`config.mk`:
```
export PLATFORM = sky130hd
export DESIGN_NAME = histo_readout_flat
export DESIGN_NICKNAME = d
export VERILOG_FILES = /design/src/rtl/histo_readout_if.sv /design/src/rtl/histo_readout.sv /design/src/flat_wrapper.sv
export SDC_FILE = /design/constraint.sdc
export NUM_CORES = 1
export LEC_CHECK = 0
export BUFFER_PORTS_ARGS = -buffer_cell sky130_fd_sc_hd__buf_2
export CAP_MARGIN = 0
export CORE_MARGIN = 8
export CORE_UTILIZATION = 60
export CTS_BUF_LIST = sky130_fd_sc_hd__clkbuf_8 sky130_fd_sc_hd__clkbuf_16
export DETAILED_ROUTE_END_ITERATION = 10
export PLACE_DENSITY_LB_ADDON = 0.1
export SYNTH_ARGS = -nofsm -noshare
export SYNTH_HDL_FRONTEND = slang
export SYNTH_SLANG_ARGS = --single-unit
```
`constraint.sdc`:
```
create_clock -name clk -period 6.3 [get_ports clk]
set_clock_uncertainty 0.1 [all_clocks]
set_input_delay 0.63 -clock clk [delete_from_list [all_inputs] [get_ports clk]]
set_output_delay 0.63 -clock clk [all_outputs]
set_load 0.05 [all_outputs]
```
`src/rtl/histo_readout_if.sv`:
```
// 32-bit framed valid/ready stream from histo_readout toward the packetiser.
interface histo_readout_if;
    logic [31:0] data;
    logic        valid;
    logic        ready;
    logic        sof;
    logic        eof;

    modport master (output data, output valid, output sof, output eof, input ready);
    modport slave  (input data, input valid, input sof, input eof, output ready);
endinterface

```
`src/rtl/histo_readout.sv`:
```
// Destructive sweep of the histogram accumulator, streamed as one framed packet per done edge.
// Optional macro HISTO_SUM_EN appends a 32-bit sum-of-counts trailer word.
module histo_readout #(
    parameter int NUM_BINS   = 1024,
    parameter int READ_LAT   = 2,
    parameter int SETTLE     = 4,
    parameter int FIFO_DEPTH = 4
) (
    input  logic             clk,
    input  logic             rst,
    input  logic             i_histo_done,
    output logic             o_hist_rw,
    output logic [9:0]       o_hist_bin,
    input  logic [23:0]      i_hist_data,
    histo_readout_if.master  m,
    output logic             o_busy,
    output logic [15:0]      o_frame_cnt,
    output logic [7:0]       o_drop_cnt
);
    localparam int PW = (FIFO_DEPTH > 1) ? $clog2(FIFO_DEPTH) : 1;
    localparam int CW = $clog2(FIFO_DEPTH + 1);
    localparam int SW = (SETTLE > 1) ? $clog2(SETTLE) : 1;
    localparam logic [10:0] LAST_BIN = 11'(NUM_BINS - 1);
    localparam logic [CW:0] DEPTH_L  = (CW + 1)'(FIFO_DEPTH);
`ifdef HISTO_SUM_EN
    localparam bit SUM_EN = 1'b1;
`else
    localparam bit SUM_EN = 1'b0;
`endif

    typedef enum logic [2:0] {
        S_IDLE    = 3'd0,
        S_SETTLE  = 3'd1,
        S_HEADER  = 3'd2,
        S_READ    = 3'd3,
        S_FLUSH   = 3'd4,
        S_DONE    = 3'd5
`ifdef HISTO_SUM_EN
        , S_TRAILER = 3'd6
`endif
    } state_t;

    function automatic logic [CW-1:0] f_ones(input logic [READ_LAT-1:0] v);
        logic [CW-1:0] n;
        n = '0;
        for (int i = 0; i < READ_LAT; i++) begin
            n = n + CW'(v[i]);
        end
        return n;
    endfunction

    function automatic logic [PW-1:0] f_inc(input logic [PW-1:0] p);
        if (p == PW'(FIFO_DEPTH - 1)) begin
            return '0;
        end else begin
            return p + PW'(1);
        end
    endfunction

    state_t             r_state;
    logic               r_done_q;
    logic [SW-1:0]      r_settle_cnt;
    logic [10:0]        r_next;
    logic [9:0]         r_bin;
    logic               r_rw;
    logic [READ_LAT-1:0] r_vld_sr;
    logic [23:0]        r_fifo [FIFO_DEPTH];
    logic [PW-1:0]      r_wr_ptr;
    logic [PW-1:0]      r_rd_ptr;
    logic [CW-1:0]      r_cnt;
    logic [10:0]        r_out_idx;
    logic [31:0]        r_data;
    logic               r_valid;
    logic               r_sof;
    logic               r_eof;
    logic               r_busy;
    logic [15:0]        r_frame_cnt;
    logic [7:0]         r_drop_cnt;
`ifdef HISTO_SUM_EN
    logic [31:0]        r_sum;
`endif

    logic          w_rise;
    logic          w_hs;
    logic [CW-1:0] w_inflight;
    logic          w_room;
    logic          w_issue;
    logic          w_push;
    logic          w_pop;
    logic          w_flush_done;

    // Every read clears its bin, so an address is only issued when a FIFO slot is reserved for it.
    assign w_rise       = i_histo_done & ~r_done_q;
    assign w_hs         = r_valid & m.ready;
    assign w_inflight   = f_ones(r_vld_sr);
    assign w_room       = ({1'b0, r_cnt} + {1'b0, w_inflight}) < DEPTH_L;
    assign w_issue      = ((r_state == S_HEADER) && w_hs) || ((r_state == S_READ) && w_room);
    assign w_push       = r_vld_sr[READ_LAT-1];
    assign w_pop        = ((r_state == S_READ) || (r_state == S_FLUSH)) && (r_cnt != '0)
                          && (!r_valid || m.ready);
    assign w_flush_done = (r_state == S_FLUSH) && (w_inflight == '0) && (r_cnt == '0)
                          && (!r_valid || m.ready);

    // Sweep sequencer, read pipeline, skid FIFO and registered stream output.
    always_ff @(posedge clk) begin
        if (rst) begin
            r_state      <= S_IDLE;
            r_done_q     <= 1'b0;
            r_settle_cnt <= '0;
            r_next       <= 11'd0;
            r_bin        <= 10'd0;
            r_rw         <= 1'b1;
            r_vld_sr     <= '0;
            r_wr_ptr     <= '0;
            r_rd_ptr     <= '0;
            r_cnt        <= '0;
            r_out_idx    <= 11'd0;
            r_data       <= 32'd0;
            r_valid      <= 1'b0;
            r_sof        <= 1'b0;
            r_eof        <= 1'b0;
            r_busy       <= 1'b0;
            r_frame_cnt  <= 16'd0;
            r_drop_cnt   <= 8'd0;
`ifdef HISTO_SUM_EN
            r_sum        <= 32'd0;
`endif
        end else begin
            r_done_q <= i_histo_done;
            if (w_rise && r_busy && (r_drop_cnt != 8'hFF)) begin
                r_drop_cnt <= r_drop_cnt + 8'd1;
            end

            r_vld_sr[0] <= w_issue;
            for (int i = 1; i < READ_LAT; i++) begin
                r_vld_sr[i] <= r_vld_sr[i-1];
            end
            if (w_issue) begin
                r_bin  <= r_next[9:0];
                r_next <= r_next + 11'd1;
            end

            if (w_push) begin
                r_fifo[r_wr_ptr] <= i_hist_data;
                r_wr_ptr         <= f_inc(r_wr_ptr);
`ifdef HISTO_SUM_EN
                r_sum            <= r_sum + {8'h00, i_hist_data};
`endif
            end
            if (w_pop) begin
                r_rd_ptr <= f_inc(r_rd_ptr);
            end
            case ({w_push, w_pop})
                2'b10:   r_cnt <= r_cnt + CW'(1);
                2'b01:   r_cnt <= r_cnt - CW'(1);
                default: r_cnt <= r_cnt;
            endcase

            if (w_pop) begin
                r_data    <= {8'h00, r_fifo[r_rd_ptr]};
                r_valid   <= 1'b1;
                r_sof     <= 1'b0;
                r_eof     <= !SUM_EN && (r_out_idx == LAST_BIN);
                r_out_idx <= r_out_idx + 11'd1;
            end else if (w_hs) begin
                r_valid <= 1'b0;
                r_sof   <= 1'b0;
                r_eof   <= 1'b0;
            end

            case (r_state)
                S_IDLE: begin
                    if (w_rise) begin
                        r_busy       <= 1'b1;
                        r_settle_cnt <= '0;
                        r_next       <= 11'd0;
`ifdef HISTO_SUM_EN
                        r_sum        <= 32'd0;
`endif
                        r_state      <= S_SETTLE;
                    end
                end
                S_SETTLE: begin
                    if (r_settle_cnt == SW'(SETTLE - 1)) begin
                        r_data  <= {16'hA55A, r_frame_cnt};
                        r_valid <= 1'b1;
                        r_sof   <= 1'b1;
                        r_eof   <= 1'b0;
                        r_state <= S_HEADER;
                    end else begin
                        r_settle_cnt <= r_settle_cnt + SW'(1);
                    end
                end
                // Read mode starts together with bin 0 so a stale address is never read-cleared.
                S_HEADER: begin
                    if (w_hs) begin
                        r_rw      <= 1'b0;
                        r_out_idx <= 11'd0;
                        r_state   <= (NUM_BINS == 1) ? S_FLUSH : S_READ;
                    end
                end
                S_READ: begin
                    if (w_issue && (r_next == LAST_BIN)) begin
                        r_state <= S_FLUSH;
                    end
                end
                S_FLUSH: begin
                    if (w_flush_done) begin
                        r_rw <= 1'b1;
`ifdef HISTO_SUM_EN
                        r_data  <= r_sum;
                        r_valid <= 1'b1;
                        r_sof   <= 1'b0;
                        r_eof   <= 1'b1;
                        r_state <= S_TRAILER;
`else
                        r_state <= S_DONE;
`endif
                    end
                end
`ifdef HISTO_SUM_EN
                S_TRAILER: begin
                    if (w_hs) begin
                        r_state <= S_DONE;
                    end
                end
`endif
                S_DONE: begin
                    r_frame_cnt <= r_frame_cnt + 16'd1;
                    r_busy      <= 1'b0;
                    r_state     <= S_IDLE;
                end
                default: r_state <= S_IDLE;
            endcase
        end
    end

    assign o_hist_rw   = r_rw;
    assign o_hist_bin  = r_bin;
    assign o_busy      = r_busy;
    assign o_frame_cnt = r_frame_cnt;
    assign o_drop_cnt  = r_drop_cnt;
    assign m.data      = r_data;
    assign m.valid     = r_valid;
    assign m.sof       = r_sof;
    assign m.eof       = r_eof;

    histo_readout_chk #(.FIFO_DEPTH(FIFO_DEPTH), .CW(CW)) u_chk (
        .clk     (clk),
        .rst     (rst),
        .i_push  (w_push),
        .i_pop   (w_pop),
        .i_cnt   (r_cnt),
        .i_valid (r_valid),
        .i_ready (m.ready),
        .i_beat  ({r_data, r_sof, r_eof})
    );
endmodule

// Simulation-only protocol checks for histo_readout: FIFO overflow and output hold under backpressure.
module histo_readout_chk #(
    parameter int FIFO_DEPTH = 4,
    parameter int CW         = 3
) (
    input logic          clk,
    input logic          rst,
    input logic          i_push,
    input logic          i_pop,
    input logic [CW-1:0] i_cnt,
    input logic          i_valid,
    input logic          i_ready,
    input logic [33:0]   i_beat
);
    a_no_overflow: assert property (@(posedge clk) disable iff (rst)
        !(i_push && !i_pop && (i_cnt == CW'(FIFO_DEPTH))));

    a_hold: assert property (@(posedge clk) disable iff (rst)
        (i_valid && !i_ready) |=> (i_valid && $stable(i_beat)));
endmodule

```
`src/flat_wrapper.sv`:
```
// flat-port wrapper written by rule: the top's interface ports become plain ports
module histo_readout_flat 
#(
    parameter int NUM_BINS   = 1024,
    parameter int READ_LAT   = 2,
    parameter int SETTLE     = 4,
    parameter int FIFO_DEPTH = 4
)
  (clk, rst, i_histo_done, o_hist_rw, o_hist_bin, i_hist_data, o_busy, o_frame_cnt, o_drop_cnt, m_data, m_valid, m_sof, m_eof, m_ready);
  histo_readout_if m_i ();
  input  logic clk;
  input  logic rst;
  input  logic i_histo_done;
  output logic o_hist_rw;
  output logic [9:0] o_hist_bin;
  input  logic [23:0] i_hist_data;
  output logic o_busy;
  output logic [15:0] o_frame_cnt;
  output logic [7:0] o_drop_cnt;
  output wire logic [$bits(m_i.data)-1:0] m_data;
  output wire logic [$bits(m_i.valid)-1:0] m_valid;
  output wire logic [$bits(m_i.sof)-1:0] m_sof;
  output wire logic [$bits(m_i.eof)-1:0] m_eof;
  input wire logic [$bits(m_i.ready)-1:0] m_ready;
  assign m_data = m_i.data;
  assign m_valid = m_i.valid;
  assign m_sof = m_i.sof;
  assign m_eof = m_i.eof;
  assign m_i.ready = m_ready;
  histo_readout #(.NUM_BINS(NUM_BINS), .READ_LAT(READ_LAT), .SETTLE(SETTLE), .FIFO_DEPTH(FIFO_DEPTH)) u_core (.clk(clk), .rst(rst), .i_histo_done(i_histo_done), .o_hist_rw(o_hist_rw), .o_hist_bin(o_hist_bin), .i_hist_data(i_hist_data), .m(m_i), .o_busy(o_busy), .o_frame_cnt(o_frame_cnt), .o_drop_cnt(o_drop_cnt));
endmodule
```
==> results by group <==
Worst hold path
  • Hold depth: 1
  • Worst hold path type: input port to register
  • Hold Startpoint: i_hist_data[8]
  • End of the worst hold path: u_core.r_fifo[1][8]

Layout
  • Diodes inserted: 0
  • Nets: 793
  • Post-layout util: 0.6920
  • Non-filler instance count after layout: 945
  • P&R area growth vs syn: 14.71%
  • Layout cells sized above 1: 0.2235

Placed design
  • Dpl ws: 3.067 ns
  • Placed cells: 907
  • Routability-driven placement congestion ratio: 0.7867
  • Dpl hpwl: 11,010 um
  • I/O Buffers: 98

Outcome
  • Status: finished clean

Synthesis
  • Syn nets: 702
  • Post-Syn Instances: 659
  • Sequential share of the synthesized area: 0.6168
  • EDFF count, synth: 96
  • Leading register cell type out of synthesis: dfxtp_1
  • Async SR Flop Fraction: 0
  • Yosys cell types: 54
  • #FFs+latches synth: 206
  • Number of synthesis warnings: 0
  • Synth Cell Area: 0.008244 mm2
  • Syn avg cell area: 12.51 um2

STA
  • Max Freq: 308.2 MHz
  • Final hold vios: 0
  • Tightest Pin Transition: 1.189 ns
  • Final Cycle Share: 0.5150
  • Post-route setup slack: 3.055 ns
  • Worst slew margin: 0.2044
  • RSZ-0062 raised after global routing: false
  • Max Slew Vio Count: 0
  • Setup TNS: 0 ns
  • Final setup violation count: 0
  • Crit path time final: 3.245 ns

Power
  • Logic pwr share: 0.017
  • Switching share of power: 0.1942
  • Leakage power: 0.003494 uW
  • Clock power share: 0.445
  • Sequential power share: 0.538
  • Sw Pwr: 507.7 uW
  • PD cells: 276.4 mW/mm2
  • Peak VDD IR: 0.2389 mV
  • Internal power: 2106 uW

Routing
  • Routed length on met1: 7166 um
  • Vias/cell: 5.572
  • Final wirelength: 16,230 um
  • DR WL/cell: 17.17 um
  • Top Layer Used: met4
  • DRC Markers: 0
  • Pre-antenna DRT Iters: 4
  • First DRT Iteration DRCs: 277
  • WL met3: 817 um
  • Met2 wire length: 7956 um
  • Routed Antenna Nets: 0
  • Via count: 5,266

Critical path
  • Setup Crit Path Kind: register to register
  • Reg-to-reg critical path endpoint: u_core.r_cnt[2]
  • Crit path capture type: register
  • Flop2flop setup slack: 3.06 ns
  • Crit path required time: 6.61 ns
  • Arrival time worst endpoint: 3.55 ns
  • Max FO, Critical Path: 37
  • R2R cell count: 10
  • Crit start category: register
  • Reg2Reg Launch Point: u_core.r_state[0]

Clock network
  • Clk slew on worst S/H paths: 0.06 ns
  • Clock root cell: clkbuf_16
  • TritonCTS buffer count: 21
  • Post_cts resized: 0
  • H-tree levels: 1
  • Clock Sinks: 206
  • Hold_buf cts: 0
  • CTS tree: yes
  • Worst-Skew Late Latency: 0.48 ns
  • Clock Path Buffers: 3
  • # Post-CTS Setup Buffers: 0

Die
  • Starting Density: 0.6033
  • Site Rows: 43
  • Die W: 133.2 um
  • Die ar.: 0.01775 mm2
  • Core area: 0.01367 mm2
  • Die Y: 133.2 um
  • Io pins: 99

GRT
  • Gr usage total: 0.1781
  • Largest net degree at the start of global routing: 47
  • Initial antenna violation count: 0
  • GRT overflow: 0
  • First-pass GRT wire length: 26,280 um
  • Number of global-route vias before repair: 5,240

Job
  • Number of max-cap violations: 0
==> kinds of logic (layout without fill, tap and decap cells) <==
logic type	Yosys count	count (layout)	share of synthesized area
muxes	38	38	0.08271
and+or+nand+nor	256	256	0.1551
adders and majority gates	15	15	0.02368
AOI/OAI and AO/OA	57	57	0.04751
xor gates and xnor gates	41	41	0.04356
buffers and inverters	46	152	0.03066
DFF	206	206	0.6168
==> how the worst max path moves through the flow <==
stage	slack, ns	from	endpoint	depth (start not counted)
after CTS	3.06	u_core.r_state[0]	u_core.r_cnt[2]	10
after floorplan	3.60	u_core.r_state[2]	u_core.r_cnt[2]	14
after detailed placement	3.07	m_ready	u_core.r_cnt[2]	10
final	3.06	u_core.r_state[0]	u_core.r_cnt[2]	10
after global routing	2.84	u_core.r_state[0]	u_core.r_cnt[2]	10
after global placement	3.23	m_ready	u_core.r_cnt[2]	10
==> per-stage QoR <==
stage / instance area (um2) / hold WS (ns) / power (uW)
floorplan: 8244 / 0.3406 / 1460
global placement: 8796 / 0.3509 / 1478
detailed placement: 8796 / 0.3491 / 1480
CTS: 9457 / 0.2413 / 2645
global route: 9457 / 0.2435 / 2696
finish: 9457 / 0.2578 / 2614
==> flip-flops by register name (all words and copies together) (netlist names), 2 cells and up, named ones only <==
signal               flops
u_core.r_settle_cnt      2
u_core.r_out_idx        11
u_core.r_fifo           96
u_core.r_wr_ptr          2
u_core.o_hist_bin       10
u_core.r_cnt             3
u_core.r_state           3
u_core.r_vld_sr          2
u_core.m.data           32
u_core.o_frame_cnt      16
u_core.r_rd_ptr          2
u_core.r_next           11
u_core.o_drop_cnt        8
==> metal layers <==
layer | vias up | track usage
met5 | - | 0
met4 | 0 | 0.04242
met3 | 25 | 0.03539
met2 | 109 | 0.3017
met1 | 2581 | 0.2309
li1 | 2551 | -
==> cell type report <==
type | instances | area, um2
Fill cell | 956 | 4209
Sequential cell | 206 | 5085
Multi-Input combinational cell | 407 | 2907
Clock buffer | 25 | 580.6
Inverter | 9 | 36.28
Tap cell | 180 | 225.2
Clock inverter | 13 | 80.08
Timing Repair Buffer | 105 | 543.0
==> cell usage after synthesis (13+ instances only) <==
| library cell | count | area (um2) |
|---|---|---|
| xnor2_1 | 19 | 166.4 |
| ha_1 | 14 | 175.2 |
| xor2_1 | 22 | 192.7 |
| dfxtp_1 | 110 | 2202 |
| mux4_2 | 24 | 540.5 |
| a311oi_1 | 15 | 131.4 |
| clkbuf_1 | 17 | 63.81 |
| edfxtp_1 | 96 | 2883 |
| a21oi_1 | 26 | 130.1 |
| nand3_1 | 18 | 90.09 |
| nor3_1 | 15 | 75.07 |
| mux2i_1 | 13 | 130.1 |
| nand2_1 | 63 | 236.5 |
| nor2_1 | 87 | 326.6 |
==> worst max-delay path, stage by stage, from the launching register on <==
cell,delay [ns]
dfxtp_1,0.60
and3b_4,0.31
o21ai_4,0.11
nand2b_4,0.34
inv_4,0.36
ha_1,0.26
inv_1,0.07
fa_1,0.37
xor2_1,0.16
or3_1,0.31
a21oi_1,0.15
==> cells in the final DEF, fill, tap and decap left out, drive strengths merged, types with 2 or more instances in the layout <==
cell,instances
ha,14
nor4b,2
nor4,5
and3b,3
mux4,24
xor2,22
nand4b,3
inv,14
xnor2,19
and4,5
edfxtp,96
nor3,19
clkinv,7
buf,105
nand3,18
a31oi,2
dfxtp,110
or3,6
nand2,63
a21oi,26
and3,12
nand3b,2
and2,6
o21ai,7
nand4,9
nor2,87
nor3b,3
a311oi,16
mux2i,13
nand2b,8
clkbuf,25
nor2b,4
==> power by group through the flow <==
stage / clock network (uW) / registers [uW] / logic [uW]
after floorplan: 0 / 1440 / 23.3
after CTS: 1190 / 1410 / 45.6
after detailed placement: 0 / 1430 / 45.5
final: 1160 / 1410 / 45.6
after global placement: 0 / 1430 / 44.0
after global routing: 1240 / 1400 / 49.8
Power figures use the tool's default switching activity.
